<file path="src/rtl/fetch_pkg.sv">
// Shared constants and the prefetch FIFO entry type for the instruction fetch unit.
package fetch_pkg;

    localparam logic [5:0]  OPC_J  = 6'b000010;
    localparam logic [31:0] PC_INC = 32'd4;

    typedef struct packed {
        logic [31:0] pc;
        logic [31:0] inst;
    } fetch_entry_t;

endpackage

</file>
<file path="src/rtl/fetch_fifo.sv">
// Prefetch FIFO holding {pc, inst} pairs; flush empties it and wins over push/pop.
module fetch_fifo
    import fetch_pkg::*;
#(
    parameter int DEPTH = 2
) (
    input  logic                         clk,
    input  logic                         clr,
    input  logic                         push,
    input  logic                         pop,
    input  logic                         flush,
    input  fetch_entry_t                 wr_data,
    output fetch_entry_t                 head,
    output logic [$clog2(DEPTH+1)-1:0]   count,
    output logic                         full,
    output logic                         empty
);

    localparam int AW = $clog2(DEPTH);
    localparam int CW = $clog2(DEPTH + 1);

    fetch_entry_t    mem [DEPTH];
    logic [AW-1:0]   wr_ptr;
    logic [AW-1:0]   rd_ptr;

    always_ff @(posedge clk or posedge clr) begin
        if (clr) begin
            wr_ptr <= '0;
            rd_ptr <= '0;
            count  <= '0;
        end else if (flush) begin
            wr_ptr <= '0;
            rd_ptr <= '0;
            count  <= '0;
        end else begin
            // NOTE: sequential state uses <= so every register samples pre-edge values.
            if (push) wr_ptr <= wr_ptr + AW'(1);
            if (pop)  rd_ptr <= rd_ptr + AW'(1);
            count <= count + CW'(push) - CW'(pop);
        end
    end

    // NOTE: storage is deliberately not reset; count gates visibility of stale entries.
    always_ff @(posedge clk) begin
        if (push && !flush) mem[wr_ptr] <= wr_data;
    end

    assign empty = (count == '0);
    assign full  = (count == CW'(DEPTH));
    assign head  = empty ? '0 : mem[rd_ptr];

endmodule

</file>
<file path="src/rtl/inst_fetch.sv">
// Instruction fetch: owns the PC, drives the ROM address, queues {pc, inst} for decode.
// Define FETCH_PREDECODE_EN to follow j instructions without waiting for a redirect.
module inst_fetch
    import fetch_pkg::*;
#(
    parameter int          DEPTH    = 2,
    parameter logic [31:0] RESET_PC = 32'h0
) (
    input  logic        clk,
    input  logic        clr,
    output logic [31:0] a,
    input  logic [31:0] inst,
    input  logic        redirect,
    input  logic [31:0] redirect_pc,
    output logic        out_valid,
    input  logic        out_ready,
    output logic [31:0] out_inst,
    output logic [31:0] out_pc
);

    logic [31:0]                 pc;
    logic [31:0]                 pc_plus4;
    logic [31:0]                 next_pc;
    logic                        push;
    logic                        pop;
    logic                        full;
    logic                        empty;
    logic [$clog2(DEPTH+1)-1:0]  count;
    fetch_entry_t                wr_data;
    fetch_entry_t                head;

    assign pop     = out_valid & out_ready;
    // A full FIFO still accepts a fetch when its head leaves in the same cycle.
    assign push    = !redirect & (!full | pop);
    assign wr_data = '{pc: pc, inst: inst};

    always_comb begin
        pc_plus4 = pc + PC_INC;
        next_pc  = pc_plus4;
`ifdef FETCH_PREDECODE_EN
        if (inst[31:26] == OPC_J)
            next_pc = {pc_plus4[31:28], inst[25:0], 2'b00};
`endif
    end

    always_ff @(posedge clk or posedge clr) begin
        if (clr)
            pc <= RESET_PC;
        else if (redirect)
            pc <= {redirect_pc[31:2], 2'b00};
        else if (push)
            pc <= next_pc;
    end

    fetch_fifo #(.DEPTH(DEPTH)) u_fifo (
        .clk     (clk),
        .clr     (clr),
        .push    (push),
        .pop     (pop),
        .flush   (redirect),
        .wr_data (wr_data),
        .head    (head),
        .count   (count),
        .full    (full),
        .empty   (empty)
    );

    assign a         = pc;
    assign out_valid = !empty;
    assign out_inst  = head.inst;
    assign out_pc    = head.pc;

endmodule

</file>
<file path="config.mk">
export PLATFORM = sky130hd
export DESIGN_NAME = inst_fetch
export DESIGN_NICKNAME = d
export VERILOG_FILES = /design/src/rtl/fetch_pkg.sv /design/src/rtl/fetch_fifo.sv /design/src/rtl/inst_fetch.sv
export SDC_FILE = /design/constraint.sdc
export NUM_CORES = 1
export LEC_CHECK = 0
export ABC_AREA = 1
export CAP_MARGIN = 20
export CORE_UTILIZATION = 54
export CTS_CLUSTER_SIZE = 8
export DETAILED_ROUTE_END_ITERATION = 6
export PLACE_DENSITY = 0.95
export SYNTH_ARGS = -nofsm -noshare
export SYNTH_HDL_FRONTEND = slang
export SYNTH_SLANG_ARGS = --single-unit
</file>
<file path="constraint.sdc">
create_clock -name clk -period 8.4 [get_ports clk]
set_clock_uncertainty 0.05 [all_clocks]
set_input_delay 2.52 -clock clk [delete_from_list [all_inputs] [get_ports clk]]
set_output_delay 2.52 -clock clk [all_outputs]
set_load 0.005 [all_outputs]
</file>
==> results of run 1 <==
logic make-up (layout without fill, tap and decap cells):
| logic type | Yosys count | in the layout | synth area share |
|---|---|---|---|
| other | 1 | 4 | 0.000536 |
| adder cells (fa/ha/maj) | 3 | 3 | 0.00536 |
| AND/OR/NAND/NOR | 367 | 367 | 0.214 |
| XOR/XNOR | 14 | 14 | 0.0175 |
| AO/OA/AOI/OAI | 91 | 91 | 0.0695 |
| buffers and inverters | 66 | 232 | 0.0400 |
| flip-flops | 158 | 158 | 0.653 |
metal layers:
layer,GRT usage,wire [um],vias up,share of wire
li1,-,-,2648,-
met1,0.318,6770,2646,0.40
met2,0.454,8630,243,0.51
met3,0.0711,1330,17,0.078
met4,0.0889,223,0,0.013
met5,0,0,-,0
flip-flops by register name, indices dropped and copies added, names as in the netlist:
| register | flops |
|---|---|
| a | 30 |
| u_fifo.count | 2 |
| u_fifo.rd_ptr | 1 |
| u_fifo.mem | 124 |
| u_fifo.wr_ptr | 1 |
cell usage after synthesis (all sizes together):
master  number
nand3       38
o21ai       11
o211ai       3
ha           3
a21oi       68
inv         35
buf         12
edfxtp     124
nand2      262
xor2         9
o221ai       1
a22o         1
nor2        61
nor3         2
dfrtp       34
a31oi        1
nand4        3
o21bai       5
xnor2        5
and2         1
conb         1
a22oi        1
clkbuf      19
critical path: cells and delay by family:
| kind | cells | cell delay [ns] |
|---|---|---|
| buffers and inverters | 5 | 1.66 |
| and+or+nand+nor | 4 | 1.02 |
layout by cell type, fill, tap and decap left out, types with 4 or more instances in the layout:
| cell | synthesis | layout |
|---|---|---|
| dfrtp_1 | 34 | 33 |
| o21ai_0 | 10 | 10 |
| edfxtp_1 | 124 | 124 |
| xor2_1 | 9 | 9 |
| buf_4 | 8 | 7 |
| o21bai_1 | 5 | 5 |
| clkbuf_16 | 0 | 17 |
| nand2_1 | 257 | 257 |
| xnor2_1 | 5 | 5 |
| nor2_1 | 51 | 48 |
| nor2_4 | 3 | 6 |
| conb_1 | 1 | 4 |
| bufinv_16 | 0 | 5 |
| nor2_2 | 7 | 7 |
| clkdlybuf4s50_1 | 0 | 158 |
| inv_1 | 32 | 32 |
| a21oi_1 | 68 | 68 |
| nand2_2 | 5 | 5 |
| nand3_1 | 37 | 37 |
path summary, 6_finish.rpt:
check	to	slack [ns]	cells after the start
max in group asynchronous	u_fifo.rd_ptr	5.48	3
worst max register to register	u_fifo.mem[0][40]	5.38	8
worst min register to register	u_fifo.mem[0][34]	0.54	0
worst min-delay path	u_fifo.mem[0][34]	0.54	0
min in group asynchronous	a[3]	2.46	3
worst max-delay path	u_fifo.mem[0][40]	3.17	9
power by group:
group          leakage [nW]  internal (mW)  switching [mW]
logic                  1.68          0.391           0.402
registers              1.58          0.975          0.0812
clock network         0.311          0.538           0.301
total                  3.57           1.90           0.784
layout make-up:
class | instances | area, sq um
flip-flops and latches | 158 | 4580
inverters | 35 | 131
fillers | 840 | 3210
well taps | 172 | 215
repair buffers | 166 | 1650
clock inverters | 12 | 209
clock buffers | 19 | 443
multi-input cells | 479 | 2180
==> summary.md, run 1 <==
| Metric | Value |
|---|---|
| Startpoint Class | `input port` |
| Period utilization | `0.622` |
| Root Buffer | `clkbuf_16` |
| Largest net degree at the start of global routing | `65` |
| # DRC | `0` |
| Top-Level Pins | `~170` |
| Total grt overflow | `0` |
| Yosys top cell by area | `edfxtp_1` |
| Fin Hold WS | `0.542 ns` |
| H-Tree Depth | `4` |
| Crit path DAT | `5.22 ns` |
| Total power | `approximately 2.7 mW` |
| Pwr Density | `286 nW/um^2` |
| Initial DRT Pass Iterations | `5` |
| Sequential fraction of the synthesis area | `0.653` |
| Leak | `between 3 and 4 nW` |
| Num rows | `41` |
| Max incr delay on CP | `roughly 0.69 ns` |
| Area of the die | `roughly 13000 sq um` |
| VDD IR max | `between 150 and 200 uV` |
| CP required | `~8.4 ns` |
| Longest Clk Path Bufs | `2` |
| Wire length per cell | `16.3 um` |
| Syn avg cell area | `roughly 10 sq um` |
| Util after Layout | `0.745` |
| Ant diodes | `0` |
| Initial antenna violation count | `0` |
| Pre-CTS WS | `2.77 ns` |
| Fin nets | `between 900 and 1000` |
| Crit path cell chain | `clkdlybuf4s50_1, nor2_1, nand2_2, inv_1, nor2_1, buf_4, inv_1, nor2_4, buf_4` |
| Syn Inst Count | `700` |
| Share of cells above drive strength 1 | `0.0702` |
| Clk pin slew, worst setup/hold paths | `about 0.060 ns` |
| Placer Congestion | `0.909` |
| RSZ-0062 raised after global routing | `false` |
| Clock latency on the worst-skew pair | `approximately 0.41 ns` |
| Die Wd | `between 100 and 150 um` |
| Maxcap violations | `0` |
| Design area | `around 9400 sq um` |
| Hpwl dp | `11000 um` |
| # port buffers | `~160` |
| Top cell type's share of synthesized area | `0.532` |
| Post-CTS Resized | `0` |
| Filler-free cell count of the finished design | `1041` |
| Critical path endpoint category | `register` |
| WL final | `between 15000 and 20000 um` |
| Crit Path Category | `input port to register` |
| Setup Fix Bufs, Post-CTS | `0` |
| Worst Hold Class | `register to register` |
| Slew Limit Fails | `0` |
| Top cells by area, synth | `edfxtp_1 (53%), nand2_1 (14%), dfrtp_1 (12%)` |
| TNS Setup | `0 ns` |
| Max Fclk | `between 0.15 and 0.2 GHz` |
| Hold-fix buffers, CTS | `0` |
| Die Ht | `between 100 and 150 um` |
| Max FO, Critical Path | `40` |
| TritonCTS clock tree | `built` |
| Num Clock Sinks | `between 150 and 200` |
| Setup violators final | `0` |
| Via-per-instance ratio | `around 5.3` |
| Hold wc startpoint | `a[2]` |
| Via count | `about 5600` |
| Overall routing resource usage | `0.262` |
| Routed Antenna Nets | `0` |
| Total core area | `about 13000 sq um` |
| Ys Warns | `0` |
| Mapped Area | `approximately 7000 sq um` |
| Drt initial violations | `roughly 460` |
| First-pass GRT wire length | `about 26000 um` |
| Area post-placement | `just under 9000 sq um` |
| Inserted Clock Buffers | `17` |
| Setup ws final | `between 3 and 4 ns` |
| CP startpoint | `out_ready` |
| Final Hold Viols | `0` |
| Placed cells | `slightly above 1000` |
| Yosys reg bits | `158` |
| Vias in the first global route | `approximately 5400` |
| Final min period | `5.23 ns` |
| Area Growth Syn to Fin | `34.4%` |
| Slew headroom | `0.350` |
| Status | `finished, final reports clean` |
| CP max stage cell | `nor2_4` |
| Least-Margin Pin Slew | `0.974 ns` |
| Starting density of the core | `0.555` |
| Distinct cells, synth | `31` |
| Reg2Reg Launch Point | `u_fifo.count[0]` |
(Power assumes the default switching activity.)
==> run 2, diff against run 1 <==
--- a/config.mk
+++ b/config.mk
@@ -7,10 +7,10 @@
 export LEC_CHECK = 0
 export ABC_AREA = 1
 export CAP_MARGIN = 20
-export CORE_UTILIZATION = 54
+export CORE_UTILIZATION = 50
 export CTS_CLUSTER_SIZE = 8
 export DETAILED_ROUTE_END_ITERATION = 6
-export PLACE_DENSITY = 0.95
+export PLACE_DENSITY = 0.9
 export SYNTH_ARGS = -nofsm -noshare
 export SYNTH_HDL_FRONTEND = slang
 export SYNTH_SLANG_ARGS = --single-unit
==> constraint.sdc (replaced) <==
create_clock -name clk -period 5.2 [get_ports clk]
set_clock_uncertainty 0.05 [all_clocks]
set_input_delay 1.56 -clock clk [delete_from_list [all_inputs] [get_ports clk]]
set_output_delay 1.56 -clock clk [all_outputs]
set_load 0.005 [all_outputs]
==> run 2 against run 1 <==
  * Non-clock buffer count rose by 3
  * Routed wire length rose by 0.34%
  * Die area rose by 7.9%
  * Sequential cell count did not move
  * Sequential power rose by 60%
  * Clock power rose by 47%
  * Register-to-register slack got worse by 2.6 ns
  * Sequential share of layout area rose by 0.18 points
  * Clock-buffer cell count rose by 1
==> summary.md, run 2 (same netlist as run 1, synthesis figures left out) <==
| Metric | Value |
|---|---|
| Status | `finished, final reports clean` |
| Slew Limit Fails | `0` |
| Maxcap violations | `0` |
| Initial antenna violation count | `0` |
| WL final | `about 17000 um` |
| Longest Clk Path Bufs | `2` |
| Hold wc startpoint | `a[7]` |
| TritonCTS clock tree | `built` |
| Wire length per cell | `about 16 um` |
| Max reg flops | `~120` |
| Post-CTS Resized | `0` |
| Hold-fix buffers, CTS | `0` |
| Fin Hold WS | `0.543 ns` |
| Final Hold Viols | `0` |
| Ant diodes | `0` |
| # DRC | `0` |
| Initial DRT Pass Iterations | `5` |
| Final min period | `between 4 and 5 ns` |
| Total power | `4.21 mW` |
| Largest net degree at the start of global routing | `63` |
| Commonest non-fill, non-tap cells in the layout | `nand2_1 (257), clkdlybuf4s50_1 (158), edfxtp_1 (124)` |
| Overall routing resource usage | `0.247` |
| Max incr delay on CP | `0.63 ns` |
| Total grt overflow | `0` |
| Placer Congestion | `between 0.9 and 1` |
| Area post-placement | `slightly below 9000 sq um` |
| Period utilization | `0.817` |
| Die Ht | `120 um` |
| Worst Hold Class | `register to register` |
| Leak | `approximately 3.6 nW` |
| RSZ-0062 raised after global routing | `false` |
| Most common cell after layout, fill and taps aside | `nand2_1` |
| Placed cells | `1017` |
| Via count | `roughly 5500` |
| Setup Fix Bufs, Post-CTS | `0` |
| Inserted Clock Buffers | `17` |
| Fin nets | `about 930` |
| CP max stage cell | `inv_2` |
| Top-Level Pins | `~170` |
| Crit Path Category | `register to primary output` |
| Least-Margin Pin Slew | `0.869 ns` |
| Via-per-instance ratio | `approximately 5.2` |
| Root Buffer | `clkbuf_16` |
| Design area | `~9400 sq um` |
| Die Wd | `120 um` |
| VDD IR max | `225 uV` |
| Slew headroom | `0.420` |
| Setup violators final | `0` |
| Routed Antenna Nets | `0` |
| Num Clock Sinks | `approximately 160` |
| Drt initial violations | `465` |
| Crit path DAT | `approximately 2.6 ns` |
| Max FO, Critical Path | `47` |
| Startpoint Class | `register` |
| # port buffers | `approximately 160` |
| First-pass GRT wire length | `26800 um` |
| Area Growth Syn to Fin | `33.9%` |
| CP required | `around 3.6 ns` |
| Vias in the first global route | `roughly 5300` |
| Crit path cell chain | `inv_2, buf_4, nand2_1, a21oi_1, clkdlybuf4s50_1` |
| Clk pin slew, worst setup/hold paths | `0.06 ns` |
| Reg with most FFs | `u_fifo.mem` |
| TNS Setup | `0 ns` |
| Clock latency on the worst-skew pair | `0.42 ns` |
| Critical path endpoint category | `primary output` |
| Area of the die | `~14000 sq um` |
| Hpwl dp | `roughly 11000 um` |
| Filler-free cell count of the finished design | `between 1000 and 1500` |
| Starting density of the core | `0.520` |
| Reg2Reg Launch Point | `u_fifo.count[0]` |
| Share of cells above drive strength 1 | `0.0756` |
| Num rows | `42` |
| CP startpoint | `u_fifo.rd_ptr` |
| Total core area | `about 13000 sq um` |
| Pwr Density | `449 nW/um^2` |
| H-Tree Depth | `4` |
| Max Fclk | `roughly 0.24 GHz` |
==> run 2: path summary, 6_finish.rpt <==
path | end | slack (ns) | depth (start not counted)
max in group asynchronous | u_fifo.rd_ptr | 3.26 | 3
min in group asynchronous | a[7] | 1.49 | 3
worst max register to register | u_fifo.mem[0][19] | 2.81 | 8
worst min register to register | u_fifo.mem[0][39] | 0.54 | 0
worst max-delay path | out_pc[7] | 0.95 | 5
worst min-delay path | u_fifo.mem[0][39] | 0.54 | 0
==> run 2: report_power, final <==
| group | switching (mW) | leakage, nW | internal [mW] |
|---|---|---|---|
| combinational | 0.648 | 1.69 | 0.630 |
| sequential | 0.130 | 1.58 | 1.57 |
| clock | 0.482 | 0.285 | 0.746 |
| total | 1.26 | 3.55 | 2.95 |
==> run 2: cell type report <==
type / instances / area (sq um)
inverters: 35 / 131
repair buffers: 169 / 1660
fillers: 966 / 4080
clock inverters: 12 / 135
clock buffers: 20 / 467
flip-flops and latches: 158 / 4580
well taps: 176 / 220
multi-input cells: 479 / 2180
==> run 2: metrics by stage <==
stage | setup WS [ns] | utilization
final | 0.949 | 0.697
after global routing | 0.809 | 0.697
after CTS | 0.944 | 0.697
after detailed placement | 1.18 | 0.652
after global placement | 1.18 | 0.652
after floorplan | 0.0629 | -
==> run 2: worst max-delay path: cells and delay by family (launching register included) <==
| kind | cells | cell delay (ns) |
|---|---|---|
| buffers and inverters | 3 | 1.54 |
| flip-flops | 1 | 0.40 |
| AND/OR/NAND/NOR | 1 | 0.08 |
| AO/OA/AOI/OAI | 1 | 0.19 |
==> run 2: metal layers <==
layer | up-vias | GRT usage | routed length, um
met4 | 0 | 0.105 | 405
met5 | - | 0 | 0
met3 | 28 | 0.0514 | 1200
li1 | 2654 | - | -
met2 | 226 | 0.418 | 8450
met1 | 2567 | 0.307 | 6950
